[config.mk]
export PLATFORM = sky130hd
export DESIGN_NAME = main_fsm
export DESIGN_NICKNAME = d
export VERILOG_FILES = /design/src/rtl/main_fsm.sv
export SDC_FILE = /design/constraint.sdc
export NUM_CORES = 1
export LEC_CHECK = 0
export BUFFER_PORTS_ARGS = -buffer_cell sky130_fd_sc_hd__buf_2
export CAP_MARGIN = 20
export CELL_PAD_IN_SITES_DETAIL_PLACEMENT = 0
export CELL_PAD_IN_SITES_GLOBAL_PLACEMENT = 1
export CORE_ASPECT_RATIO = 0.75
export CORE_MARGIN = 4
export CORE_UTILIZATION = 31
export DETAILED_ROUTE_END_ITERATION = 6
export HOLD_SLACK_MARGIN = 0.02
export PLACE_DENSITY_LB_ADDON = 0.1
export SETUP_SLACK_MARGIN = 0.4
export SLEW_MARGIN = 10
export SYNTH_ARGS = -nofsm -noshare
export SYNTH_HDL_FRONTEND = slang
export SYNTH_SLANG_ARGS = --single-unit
[constraint.sdc]
create_clock -name clk -period 1.95 [get_ports clk]
set_clock_uncertainty 0.1 [all_clocks]
set_input_delay 0.195 -clock clk [delete_from_list [all_inputs] [get_ports clk]]
set_output_delay 0.195 -clock clk [all_outputs]
set_load 0.02 [all_outputs]
[src/rtl/main_fsm.sv]
// Multi-cycle RISC-V style main controller: one registered state, outputs decoded
// from the state with mem_ready gating the fetch enables and the store-done pulse.
module main_fsm (
   input  logic       clk,
   input  logic       rst_n,
   input  logic [6:0] op,
   input  logic       mem_ready,
   output logic       PCUpdate,
   output logic       Branch,
   output logic       RegWrite,
   output logic       MemWrite,
   output logic       IRWrite,
   output logic       AdrSrc,
   output logic [1:0] ResultSrc,
   output logic [1:0] ALUSrcA,
   output logic [1:0] ALUSrcB,
   output logic [1:0] ALUOp,
   output logic [3:0] state,
   output logic       instr_done
);
   // state     | meaning
   // ----------+------------------------------------------------
   // FETCH     | read instruction, PC+4; waits on mem_ready
   // DECODE    | read regs, compute PC+imm; dispatch on op
   // MEM_ADR   | compute load/store address
   // MEM_READ  | load data access; waits on mem_ready
   // MEM_WB    | write loaded data to register file
   // MEM_WRITE | store data access; waits on mem_ready
   // EXEC_R    | register-register ALU op
   // EXEC_I    | register-immediate ALU op
   // ALU_WB    | write ALU result to register file
   // BEQ       | compare and conditionally branch
   // JAL       | jump, PC <= PC+imm, link computed next
   typedef enum logic [3:0] {
      S_FETCH     = 4'd0,
      S_DECODE    = 4'd1,
      S_MEM_ADR   = 4'd2,
      S_MEM_READ  = 4'd3,
      S_MEM_WB    = 4'd4,
      S_MEM_WRITE = 4'd5,
      S_EXEC_R    = 4'd6,
      S_EXEC_I    = 4'd7,
      S_ALU_WB    = 4'd8,
      S_BEQ       = 4'd9,
      S_JAL       = 4'd10
   } state_t;

   localparam logic [6:0] OP_LW   = 7'b0000011;
   localparam logic [6:0] OP_SW   = 7'b0100011;
   localparam logic [6:0] OP_R    = 7'b0110011;
   localparam logic [6:0] OP_I    = 7'b0010011;
   localparam logic [6:0] OP_BEQ  = 7'b1100011;
   localparam logic [6:0] OP_JAL  = 7'b1101111;

   state_t st_q;
   logic   op_legal;

   always_comb begin
      op_legal = (op == OP_LW) || (op == OP_SW) || (op == OP_R) ||
                 (op == OP_I)  || (op == OP_BEQ) || (op == OP_JAL);
   end

   always_ff @(posedge clk) begin
      if (!rst_n) begin
         st_q <= S_FETCH;
      end else begin
         case (st_q)
            S_FETCH:     st_q <= mem_ready ? S_DECODE : S_FETCH;
            S_DECODE: begin
               if ((op == OP_LW) || (op == OP_SW)) st_q <= S_MEM_ADR;
               else if (op == OP_R)                st_q <= S_EXEC_R;
               else if (op == OP_I)                st_q <= S_EXEC_I;
               else if (op == OP_BEQ)              st_q <= S_BEQ;
               else if (op == OP_JAL)              st_q <= S_JAL;
               else                                st_q <= S_FETCH;
            end
            S_MEM_ADR:   st_q <= (op == OP_LW) ? S_MEM_READ : S_MEM_WRITE;
            S_MEM_READ:  st_q <= mem_ready ? S_MEM_WB : S_MEM_READ;
            S_MEM_WB:    st_q <= S_FETCH;
            S_MEM_WRITE: st_q <= mem_ready ? S_FETCH : S_MEM_WRITE;
            S_EXEC_R:    st_q <= S_ALU_WB;
            S_EXEC_I:    st_q <= S_ALU_WB;
            S_ALU_WB:    st_q <= S_FETCH;
            S_BEQ:       st_q <= S_FETCH;
            S_JAL:       st_q <= S_ALU_WB;
            default:     st_q <= S_FETCH;
         endcase
      end
   end

   assign state = st_q;

   // Reset overrides the decode so no enable can fire while rst_n is low,
   // even in the cycle before the state register has reloaded FETCH.
   always_comb begin
      PCUpdate   = 1'b0;
      Branch     = 1'b0;
      RegWrite   = 1'b0;
      MemWrite   = 1'b0;
      IRWrite    = 1'b0;
      AdrSrc     = 1'b0;
      ResultSrc  = 2'b00;
      ALUSrcA    = 2'b00;
      ALUSrcB    = 2'b00;
      ALUOp      = 2'b00;
      instr_done = 1'b0;
      if (!rst_n) begin
         ResultSrc = 2'b10;
         ALUSrcB   = 2'b10;
      end else begin
         case (st_q)
            S_FETCH: begin
               ResultSrc = 2'b10;
               ALUSrcB   = 2'b10;
               IRWrite   = mem_ready;
               PCUpdate  = mem_ready;
            end
            S_DECODE: begin
               ALUSrcA    = 2'b01;
               ALUSrcB    = 2'b01;
               instr_done = !op_legal;
            end
            S_MEM_ADR: begin
               ALUSrcA = 2'b10;
               ALUSrcB = 2'b01;
            end
            S_MEM_READ: begin
               AdrSrc = 1'b1;
            end
            S_MEM_WB: begin
               ResultSrc  = 2'b01;
               RegWrite   = 1'b1;
               instr_done = 1'b1;
            end
            S_MEM_WRITE: begin
               AdrSrc     = 1'b1;
               MemWrite   = 1'b1;
               instr_done = mem_ready;
            end
            S_EXEC_R: begin
               ALUSrcA = 2'b10;
               ALUOp   = 2'b10;
            end
            S_EXEC_I: begin
               ALUSrcA = 2'b10;
               ALUSrcB = 2'b01;
               ALUOp   = 2'b10;
            end
            S_ALU_WB: begin
               RegWrite   = 1'b1;
               instr_done = 1'b1;
            end
            S_BEQ: begin
               ALUSrcA    = 2'b10;
               ALUOp      = 2'b01;
               Branch     = 1'b1;
               instr_done = 1'b1;
            end
            S_JAL: begin
               ALUSrcA  = 2'b01;
               ALUSrcB  = 2'b10;
               PCUpdate = 1'b1;
            end
            default: ;
         endcase
      end
   end
endmodule

Word level (Yosys, flattened, before mapping) --
Cells that the tools add are included. Widths: inputs -> output; s select.
Storage, ports and cells: register bits after elaboration 4, logic and storage cells 65
Operators by class: eq/ne operators 16, mux-type cells 32, reduce and logical (&&, ||, !) cells 16
Operators by type and width (number):
- $pmux 4 s6 | 1
- $mux 4 | 5
- $eq 4x3->1 const B | 4
- $pmux 2 s2 | 4
- $eq 7x6->1 const B | 2
- $eq 7x7->1 const B | 2
- $mux 1 | 13
- $eq 4x4->1 const B | 3
- $reduce_or 2->1 | 5
- $mux 3 | 3
- $reduce_or 3->1 | 3
- $eq 4x2->1 const B | 2
- $mux 2 | 4
- $eq 7x2->1 const B | 1
- $eq 7x5->1 const B | 1
- $logic_or 1x1->1 | 5
- $eq 4x1->1 const B | 1
- $logic_not 4->1 | 1
- $reduce_or 4->1 | 1
- $pmux 1 s3 | 1
- $pmux 1 s2 | 1
- $logic_not 1->1 | 1

Depth between registers and ports, before layout --
Gate-level depths: netlist (run 1).
depth after elaboration 9, mapped depth 6, gate-level depth less buffers 4

Worst setup path after synthesis (run 1) --
OpenSTA, ideal clock, no wires.
path type register to output, start point register st_q[3] (netlist: state[3]), end point output port PCUpdate, arrival 1.769 ns, data required time 1.655 ns, path slack -0.114 ns, stages on the path, launching flop included 5, cells stage by stage dfxtp_1 buf_2 buf_1 a21oi_1 nor4b_1
Between the ends: cells in the longest elaborated chain, start to end 3, elaborated cells between the ends (all ways) 4
RTL lines:
- start: declaration | line 55 | state_t st_q;
- start signal: assignment | line 68 | S_FETCH: st_q <= mem_ready ? S_DECODE : S_FETCH;
- start signal: assignment | line 77 | S_MEM_ADR: st_q <= (op == OP_LW) ? S_MEM_READ : S_MEM_WRITE;
- start signal: assignment | line 78 | S_MEM_READ: st_q <= mem_ready ? S_MEM_WB : S_MEM_READ;
- $eq 4x4->1 / $logic_not 4->1 (equally long branches) | line 111 | case (st_q)
- $pmux 1 s2 * | line 111
- $mux 1 * | line 107 | if (!rst_n) begin
- end: declaration | line 8 | output logic PCUpdate,
Every way passes the cells marked *; elsewhere a longest branch is shown, timed or not.

Worst setup path after layout (run 1) --
start point register st_q[0] (netlist: state[0]), end point output port instr_done
Between the ends: cells in the longest elaborated chain, start to end 4, elaborated cells between the ends (all ways) 8
RTL lines:
- $eq 4x4->1 / $eq 4x3->1 (equally long branches) | line 111
- $reduce_or 3->1 (no line)
- $pmux 1 s3 * | line 111
- $mux 1 * | line 107
- end: declaration | line 19 | output logic instr_done
Marks and branches as above.

==> results of run 1 <==
kinds of logic (layout without fill, tap and decap cells):
group                  count (synthesis)  in the layout
AND/OR/NAND/NOR                       51             51
multiplexers                           2              2
XOR/XNOR                               2              2
AO/OA/AOI/OAI                         22             22
flip-flops                             4              4
buffers and inverters                  9             59
placed cells by master (no fill, tap or decap), types with 4 or more instances in the layout:
master | synthesis | final
nor2b_4 | 0 | 5
o21ai_0 | 4 | 4
nand2b_1 | 6 | 4
buf_2 | 4 | 14
dfxtp_4 | 0 | 4
buf_6 | 0 | 14
buf_4 | 1 | 25
nand2_1 | 8 | 7
where the power goes:
| group | internal (W) | switching (W) | leakage, nW | total [W] |
|---|---|---|---|---|
| registers | 0.0000794 | 0.00000334 | 0.0355 | 0.0000827 |
| logic | 0.0000642 | 0.0000651 | 0.526 | 0.000129 |
| clock network | 0.0000771 | 0.0000393 | 0.0150 | 0.000116 |
| total | 0.000221 | 0.000108 | 0.577 | 0.000328 |
through the flow:
stage | cells | total power, W
after floorplan | 90 | 0.0001495
after global placement | 136 | 0.0001762
final | 164 | 0.0003285
after CTS | 161 | 0.0003191
after detailed placement | 136 | 0.0001775
after global routing | 164 | 0.0003505
worst max-delay path, delay by kind of cell (launching register included):
family	cells	cell delay, ps
flip-flops	1	380
AO/OA/AOI/OAI	2	230
buffers and inverters	2	250
AND/OR/NAND/NOR	2	260
metal layers:
metal / up-vias / share of wire [%]
li1: 436 / -
met1: 411 / 46
met2: 15 / 50
met3: 2 / 2.6
met4: 0 / 0.52
met5: - / 0
repair_timing:
action	CTS	global route
buffers inserted	21	3
resized for setup	46	13
pin swaps	12	6
setup endpoints to repair	15	17
endpoints found under the hold margin	0	0
hold buffers	0	0
worst min path at each step:
stage | slack (ps) | end
after global routing | 260 | state[1]
after floorplan | 270 | state[0]
final | 220 | state[1]
after global placement | 460 | state[1]
after CTS | 210 | state[1]
after detailed placement | 460 | state[1]
final cells by class:
type	count	area, um^2	area share, %
Clock buffer	4	26.28	2.049
Multi-Input combinational cell	77	685.7	53.46
Sequential cell	4	95.09	7.415
Tap cell	24	30.03	2.341
Timing Repair Buffer	55	445.4	34.73
==> results.py, run 1 <==
metrics = {
    "run_status": {
        "status": "finished clean",
    },
    "cells_and_area": {
        "postLayoutCoreUtil_pct": 64.22,
        "fillCellCount": 177,
        "diodes": 0,
        "largest_register_ffs": 4,
        "finish.net_count": 151,
        "drive_above_1_share_pct": 65.00,
        "syn2layout_area_growth_pct": 98.64,
        "fin_area_um2": 1282,
    },
    "logic_synthesis": {
        "synth_area_um2": 645.6,
        "synth_area_leader_cell": "dfxtp_1",
        "yosys_most_used_dff": "dfxtp_1",
        "synth-compound-area-share_pct": 22.67,
        "ys_top_cells_by_count": "nand2_1, nor2b_1, nand2b_1",
        "synth_mux_area_share_pct": 3.101,
        "synth_edf_count": 0,
        "synth_cells": 90,
        "synthSimpleGateAreaFrac_pct": 52.52,
        "syn-num-nets": 100,
        "synthXorXnorAreaFrac_pct": 2.713,
        "async_flop_share_pct": 0,
        "yosys-top-cells-area": "dfxtp_1, nor2b_1, nand2b_1",
        "syn_avg_cell_area_um2": 7.174,
        "synth_fa_ha_area_share_pct": 0,
        "yosysWarnings": 0,
        "ys_seq_area_share_pct": 12.40,
        "yosysMostFrequentCell": "nand2_1",
        "synth.top_cell.area_share_pct": 12.40,
        "ys_seq_elements": 4,
        "synth_top_family_by_area": "simple AND/OR/NAND/NOR gates",
        "ys_types": 38,
    },
    "timing": {
        "rsz0062_at_grt": "true",
        "setup_viol": 0,
        "fmax_mhz": 606.8,
        "worstMarginPinSlew_ps": 321.9,
        "setup_tns_ps": 0,
        "whs_ps": 224.6,
        "relSlewSlack_pct": 78.37,
        "post-route-min-period_ps": 1648,
        "layout_setup_ws_ps": 302.1,
        "hold_viol_final": 0,
        "finalCritPeriodShare_pct": 84.51,
        "slew_violations": 0,
    },
    "global_route": {
        "grtUsageMet3_pct": 1.617,
        "overflow": 0,
        "gr-max-usage-layer": "met2",
        "grt_pass1_vias": 832,
        "grt.met2_usage_pct": 30.28,
        "grt_pass1_wl_um": 3739,
        "antenna_found_initial": 0,
        "grt_usage_pct": 17.39,
        "grt_max_degree": 16,
        "grt_use_met1_pct": 22.59,
    },
    "setup_path": {
        "worst_path_max_delay_cell": "dfxtp_4",
        "rrSetupSlack_ps": 500,
        "rr_worst_depth": 6,
        "cp-start-kind": "flop",
        "crit_path_frequent_cell": "buf_6",
        "worstReg2RegEnd": "state[0]",
        "worstPathRequired_ps": 1650,
        "path_class": "reg2out",
        "max_stage_delay_ps": 380,
        "path_cells": "buf_6, nand2b_1, a21oi_2, o32ai_2, and2_4, buf_6",
        "r2r-start": "state[1]",
        "cp-startpoint": "state[0]",
        "cp-end-kind": "primary output",
        "arrival_ps": 1350,
        "setup.worst_path.end": "instr_done",
        "cp_max_fo": 5,
    },
    "clock_network": {
        "cts_tree": "built",
        "clkTransAtPathRegs_ps": 40,
        "clkLatencyLatePin_ps": 240,
        "ctsHtreeMaxLevel": 1,
        "cts-root-buf": "clkbuf_4",
        "cts_buffer_depth": 2,
        "cts.sinks": 4,
        "cts_buffers": 3,
    },
    "floorplanning": {
        "die_y_um": 47.52,
        "rows": 14,
        "die_x_um": 60.70,
        "io_pins": 29,
        "start_util_pct": 32.33,
        "die-area_um2": 2884,
        "core-area_um2": 1997,
    },
    "power": {
        "vdd_ir_drop_max_v": 0.0002247,
        "powerDensity_nw_per_um2": 256.1,
        "power.leakage_nw": 0.5767,
    },
    "run": {
        "cap_violations": 0,
    },
    "placed_design": {
        "place_area_um2": 857.1,
        "io_buffer_count": 28,
        "preCtsSetupSlack_ps": 238.5,
        "dpl.hpwl_um": 1401,
        "gp_congestion": 0.7280,
    },
    "drt": {
        "drt-total-wl_um": 2330,
        "drc": 0,
        "avgViaCountPerCell": 5.268,
        "drt_first_pass_iters": 4,
        "antenna_left": 0,
        "routedWlPerCell_um": 14.21,
        "vias": 864,
        "drtIter0Drc": 34,
    },
    "min_path": {
        "hold_depth": 3,
        "hp-start": "op[4]",
        "hold_path_class": "in2reg",
    },
}
Power figures use the tool's default switching activity.
==> run 2: changes to the inputs <==
ABC_AREA = 1   (was default)
CORE_UTILIZATION = 27   (was 31)
clock period = 1.6 ns   (was 1.95 ns; I/O delays follow)
==> run 2 against run 1 <==
Against the previous run:
- count of clock-buffer cells in the layout unchanged
- register-to-register slack worse by 220 ps
- synthesized area down 12%
- critical path type unchanged
==> results.py, run 2 <==
metrics = {
    "min_path": {
        "hold_path_end": "state[2]",
        "hp-start": "rst_n",
        "hold_depth": 3,
        "hold_path_class": "in2reg",
    },
    "global_route": {
        "overflow": 0,
        "grt_pass1_wl_um": 3160,
        "grt_max_degree": 11,
        "grt_pass1_vias": 732,
        "antenna_found_initial": 0,
        "grt_usage_pct": 14.72,
    },
    "drt": {
        "routedWlPerCell_um": 12.39,
        "drt-total-wl_um": 2168,
        "antenna_left": 0,
        "avgViaCountPerCell": 4.680,
        "drt_first_pass_iters": 4,
        "vias": 819,
        "drtIter0Drc": 21,
        "drc": 0,
    },
    "timing": {
        "hold_viol_final": 0,
        "worstMarginPinSlew_ps": 283.0,
        "whs_ps": 99.56,
        "fmax_mhz": 630.9,
        "relSlewSlack_pct": 81.11,
        "setup_viol": 0,
        "slew_violations": 0,
        "post-route-min-period_ps": 1585,
        "finalCritPeriodShare_pct": 99.07,
        "setup_tns_ps": 0,
        "rsz0062_at_grt": "true",
    },
    "floorplanning": {
        "die_x_um": 60.97,
        "rows": 14,
        "die_y_um": 47.72,
        "core-area_um2": 1997,
        "io_pins": 29,
        "die-area_um2": 2909,
        "start_util_pct": 28.45,
    },
    "placed_design": {
        "dpl.hpwl_um": 1531,
        "io_buffer_count": 28,
        "placed_cells": 159,
        "gp_congestion": 0.8506,
        "place_area_um2": 854.6,
    },
    "logic_synthesis": {
        "yosys_most_used_dff": "dfxtp_1",
        "ys_seq_area_share_pct": 14.10,
        "yosysMostFrequentCell": "nand2_1",
        "synth_area_um2": 568.0,
        "synth_cells": 108,
        "syn_avg_cell_area_um2": 5.260,
        "yosys-top-cells-area": "nand2_1, dfxtp_1, nor2_1",
        "yosysWarnings": 0,
        "ys_top_cells_by_count": "nand2_1, nor2_1, inv_1",
        "ys_types": 20,
        "synth.top_cell.area_share_pct": 20.48,
        "async_flop_share_pct": 0,
        "syn-num-nets": 118,
        "synth_edf_count": 0,
        "synth_area_leader_cell": "nand2_1",
        "ys_seq_elements": 4,
    },
    "power": {
        "p_clk_share_pct": 37.1,
        "p_seq_share_pct": 26.7,
        "intPower_w": 0.0002451,
        "pwr-share-comb_pct": 36.1,
        "power.leakage_nw": 0.5548,
        "switching_share_pct": 35.25,
        "p_sw_w": 0.0001334,
        "powerDensity_nw_per_um2": 328.4,
        "vdd_ir_drop_max_v": 0.0004136,
    },
    "cells_and_area": {
        "drive_above_1_share_pct": 62.25,
        "finish.net_count": 162,
        "diodes": 0,
        "syn2layout_area_growth_pct": 102.9,
        "final_cells": 175,
        "fin_area_um2": 1152,
        "largest_register_ffs": 4,
        "mostFrequentLayoutCell": "nand2_1",
        "mostFrequentLayoutCells": "nand2_1, buf_4, buf_2, inv_1, buf_6",
    },
    "run_status": {
        "status": "finished clean",
    },
    "setup_path": {
        "cp-start-kind": "flop",
        "r2r-start": "state[3]",
        "path_cells": "inv_4, nor2_8, buf_4, nand2_4, a21oi_2, buf_4",
        "worst_path_max_delay_cell": "dfxtp_4",
        "crit_path_frequent_cell": "buf_4",
        "rrSetupSlack_ps": 280,
        "worstPathRequired_ps": 1340,
        "cp_max_fo": 6,
        "cp-end-kind": "primary output",
        "path_class": "reg2out",
        "max_stage_delay_ps": 390,
        "cp-startpoint": "state[0]",
        "rr_worst_depth": 7,
        "worstReg2RegEnd": "state[0]",
        "arrival_ps": 1330,
    },
    "clock_network": {
        "cts.sinks": 4,
        "cts_buffers": 3,
        "cts-root-buf": "clkbuf_4",
        "ctsHtreeMaxLevel": 1,
        "clkLatencyLatePin_ps": 240,
        "cts_buffer_depth": 2,
        "clkTransAtPathRegs_ps": 50,
        "cts_tree": "built",
    },
    "run": {
        "cap_violations": 0,
    },
}
-- run 2: cell count changes in the layout (fill, tap and decap cells not counted), moves of 4 or more --
cell	change
buf_4	-10
inv_1	+12
nand2_1	+13
nand2_2	+9
nand2b_1	-4
nand3_1	+7
nor2_1	+7
nor2_4	+9
nor2b_4	-5
o21ai_0	-4
-- run 2: worst max-delay path by stage --
stage,to,slack (ps),cells past startpoint
3_5_place_dp,instr_done,190,8
3_3_place_gp,instr_done,190,8
6_report,ALUSrcB[0],10,6
4_1_cts,instr_done,20,7
2_1_floorplan,ALUOp[0],290,5
5_1_grt,instr_done,-80,8
-- run 2: power groups by stage --
stage | sequential, W | clock, W | combinational, W
finish | 0.000101 | 0.000141 | 0.000137
global route | 0.000101 | 0.000161 | 0.000149
CTS | 0.000101 | 0.000148 | 0.000128
detailed placement | 0.000104 | 0 | 0.000116
global placement | 0.000105 | 0 | 0.000116
floorplan | 0.000106 | 0 | 0.0000731
-- run 2: cell families (layout without fill, tap and decap cells) --
group / Yosys count / count (layout) / share of synthesized area (%)
buf+inv: 21 / 64 / 15.86
flops: 4 / 4 / 14.10
compound gates: 13 / 13 / 11.67
simple gates: 70 / 70 / 58.37
-- run 2: timing repair --
| item | 4_1_cts | 5_1_grt |
|---|---|---|
| pin swaps | 9 | 7 |
| hold buffers | 0 | 0 |
| cloned | 0 | 0 |
| setup buffers | 9 | 3 |
| resized for setup | 29 | 28 |
| endpoints found under the setup margin | 17 | 20 |
-- run 2: critical path, delay by kind of cell, from the launching register on --
kind / cells / cell delay, ps
compound gates: 1 / 120
buf+inv: 3 / 360
flops: 1 / 390
simple gates: 2 / 200
-- run 2: layout make-up --
cell class	instances	area (um^2)
sequential	4	95.09
fill	195	844.6
multi-input combinational	83	585.6
inverter	18	77.57
timing repair buffer	42	337.8
clock buffer	4	26.28
tap	24	30.03
-- run 2: through the flow --
step                total power, W  setup WS (ps)  util [%]
floorplan                0.0001788          292.2         -
global placement         0.0002208          186.8     42.79
detailed placement       0.0002202          186.7     42.79
CTS                      0.0003768          24.26     51.50
global route             0.0004109         -78.35     57.71
finish                   0.0003785          14.96     57.71
-- run 2: metal layers --
layer	part of all wire (%)	wire length (um)	GRT usage [%]
met5	0	0	0
met4	0.88	19	5.195
met3	6.1	132	1.887
met2	50	1092	24.52
met1	43	925	19.78
==> run 3: changes to the inputs <==
ABC_AREA = default   (was 1)
CORE_UTILIZATION = 31   (was 27)
CTS_CLUSTER_DIAMETER = 50   (was default)
GPL_TIMING_DRIVEN = 0   (was default)
==> run 3 against run 2 <==
Against the previous run:
- the flow now finishes with violations (negative setup slack)
- cell area increased by 40%
- hold slack improved by 110 ps
- core utilization grew 23 points
- critical path type unchanged
==> results.py, run 3 (synthesized netlist as in run 1, its figures left out) <==
metrics = {
    "power": {
        "pwr-share-comb_pct": 42.4,
        "p_sw_w": 0.0001465,
        "intPower_w": 0.0002846,
        "powerDensity_nw_per_um2": 266.9,
        "power.leakage_nw": 0.6751,
        "p_seq_share_pct": 23.7,
        "vdd_ir_drop_max_v": 0.0003208,
        "p_clk_share_pct": 33.8,
        "switching_share_pct": 33.99,
    },
    "drt": {
        "avgViaCountPerCell": 5.520,
        "drt-total-wl_um": 3042,
        "vias": 944,
        "antenna_left": 0,
        "drt_first_pass_iters": 4,
        "drc": 0,
        "routedWlPerCell_um": 17.79,
        "drtIter0Drc": 33,
    },
    "clock_network": {
        "clkTransAtPathRegs_ps": 40,
        "cts_buffers": 3,
        "clkLatencyLatePin_ps": 240,
        "ctsHoldBuffers": 0,
        "cts.sinks": 4,
        "ctsHtreeMaxLevel": 1,
        "cts-root-buf": "clkbuf_4",
        "cts_buffer_depth": 2,
        "cts_tree": "built",
    },
    "global_route": {
        "overflow": 0,
        "grt_pass1_wl_um": 4126,
        "grt_max_degree": 11,
        "grt_usage_pct": 19.43,
        "antenna_found_initial": 0,
        "grt_pass1_vias": 847,
    },
    "setup_path": {
        "worst-path-buf-inv": 4,
        "cp_top_family": "buffers and inverters",
        "worst_path_max_delay_cell": "dfxtp_2",
        "rr_worst_depth": 7,
        "cp-start-kind": "flop",
        "worstReg2RegEnd": "state[1]",
        "cp_max_fo": 6,
        "cp-end-kind": "primary output",
        "r2r-start": "state[3]",
        "path_class": "reg2out",
        "cp-startpoint": "state[3]",
        "worstPathRequired_ps": 1340,
        "rrSetupSlack_ps": -120,
        "path_cells": "buf_8, buf_4, buf_8, nor2b_4, mux2i_1, nor3b_2, buf_4",
        "max_stage_delay_ps": 320,
        "arrival_ps": 1530,
    },
    "min_path": {
        "hp-start": "rst_n",
        "hold_path_class": "in2reg",
        "hold_depth": 3,
        "hold_path_end": "state[3]",
    },
    "timing": {
        "finalCritPeriodShare_pct": 112.0,
        "rsz0062_at_grt": "true",
        "slew_violations": 0,
        "hold_viol_final": 0,
        "relSlewSlack_pct": 59.57,
        "layout_setup_ws_ps": -191.8,
        "worstMarginPinSlew_ps": 606.5,
        "fmax_mhz": 558.1,
        "post-route-min-period_ps": 1792,
        "setup_tns_ps": -1030,
        "setup_viol": 14,
    },
    "floorplanning": {
        "die-area_um2": 2884,
        "core-area_um2": 1997,
        "start_util_pct": 32.33,
        "die_x_um": 60.70,
        "io_pins": 29,
        "die_y_um": 47.52,
        "rows": 14,
    },
    "run_status": {
        "violations": "negative setup slack",
        "status": "complete, but fails checks",
    },
    "placed_design": {
        "dpl.hpwl_um": 1510,
        "io_buffer_count": 28,
        "placed_cells": 142,
        "gp_congestion": 0.7000,
    },
    "cells_and_area": {
        "final_cells": 171,
        "mostFrequentLayoutCells": "buf_6, buf_4, buf_2",
        "drive_above_1_share_pct": 74.83,
        "diodes": 0,
        "largest_register_ffs": 4,
        "syn2layout_area_growth_pct": 150.2,
        "finish.net_count": 158,
    },
    "run": {
        "cap_violations": 0,
    },
}
[run 3: changes by cell type in the layout (fill, tap and decap cells not counted), moves of 7 or more]
cell,previous run,this run
nand2_1,20,5
inv_1,12,0
nand2_2,10,2
nor2_4,10,2
nand3_1,7,0
nor2_1,10,3
[run 3: layer usage]
metal	GRT usage [%]	vias to the layer above	routed length, um	share of wire, %
met5	0	-	0	0
met4	6.494	0	53	1.7
met3	1.078	8	132	4.3
met2	33.26	38	1541	51
met1	26.38	450	1314	43
li1	-	448	-	-
[run 3: how the worst max path moves through the flow]
stage | to | slack (ps) | cells after the start
floorplan | PCUpdate | 100 | 5
global placement | instr_done | -10 | 6
detailed placement | instr_done | 7 | 6
CTS | PCUpdate | -130 | 6
global route | ALUSrcA[0] | -230 | 7
finish | ALUSrcA[0] | -190 | 7
[run 3: final cells by class]
| cell class | instances | area, um^2 |
|---|---|---|
| plain buffers | 9 | 140.1 |
| clock buffers | 4 | 26.28 |
| fillers | 120 | 381.6 |
| multi-input cells | 77 | 775.7 |
| flip-flops and latches | 4 | 92.59 |
| well taps | 24 | 30.03 |
| repair buffers | 53 | 550.5 |
[run 3: timing repair]
| item | 4_1_cts | 5_1_grt |
|---|---|---|
| pin swaps | 16 | 12 |
| buffers inserted | 13 | 9 |
| gates resized for setup | 54 | 25 |
| hold endpoints to repair | 0 | 0 |
| cloned | 3 | 0 |
| endpoints found under the setup margin | 19 | 20 |
[run 3: power groups by stage]
stage | combinational [W] | sequential [W] | clock, W
floorplan | 0.0000798 | 0.000106 | 0
global route | 0.000193 | 0.000102 | 0.000154
detailed placement | 0.000122 | 0.000105 | 0
global placement | 0.000120 | 0.000105 | 0
finish | 0.000183 | 0.000102 | 0.000146
CTS | 0.000157 | 0.000102 | 0.000145
[run 3: per-stage QoR]
step / power, W / instance area (um^2) / setup WS, ps / hold WS [ps] / utilization (%)
2_1_floorplan: 0.0001858 / 810.8 / 97.59 / 231.2 / -
3_3_place_gp: 0.0002249 / 980.9 / -10.08 / 422.2 / 49.12
3_5_place_dp: 0.0002266 / 980.9 / 7.123 / 426.2 / 49.12
4_1_cts: 0.0004043 / 1424 / -129.0 / 172.3 / 71.30
5_1_grt: 0.0004494 / 1615 / -227.8 / 222.7 / 80.89
6_report: 0.0004311 / 1615 / -191.8 / 208.6 / 80.89
[run 3: worst register-to-register path, stage by stage (launching register included)]
cell,delay [ps]
dfxtp_2,320
buf_8,130
buf_4,140
nor2_4,90
buf_6,120
nand2_4,40
or4b_1,450
a31oi_1,230
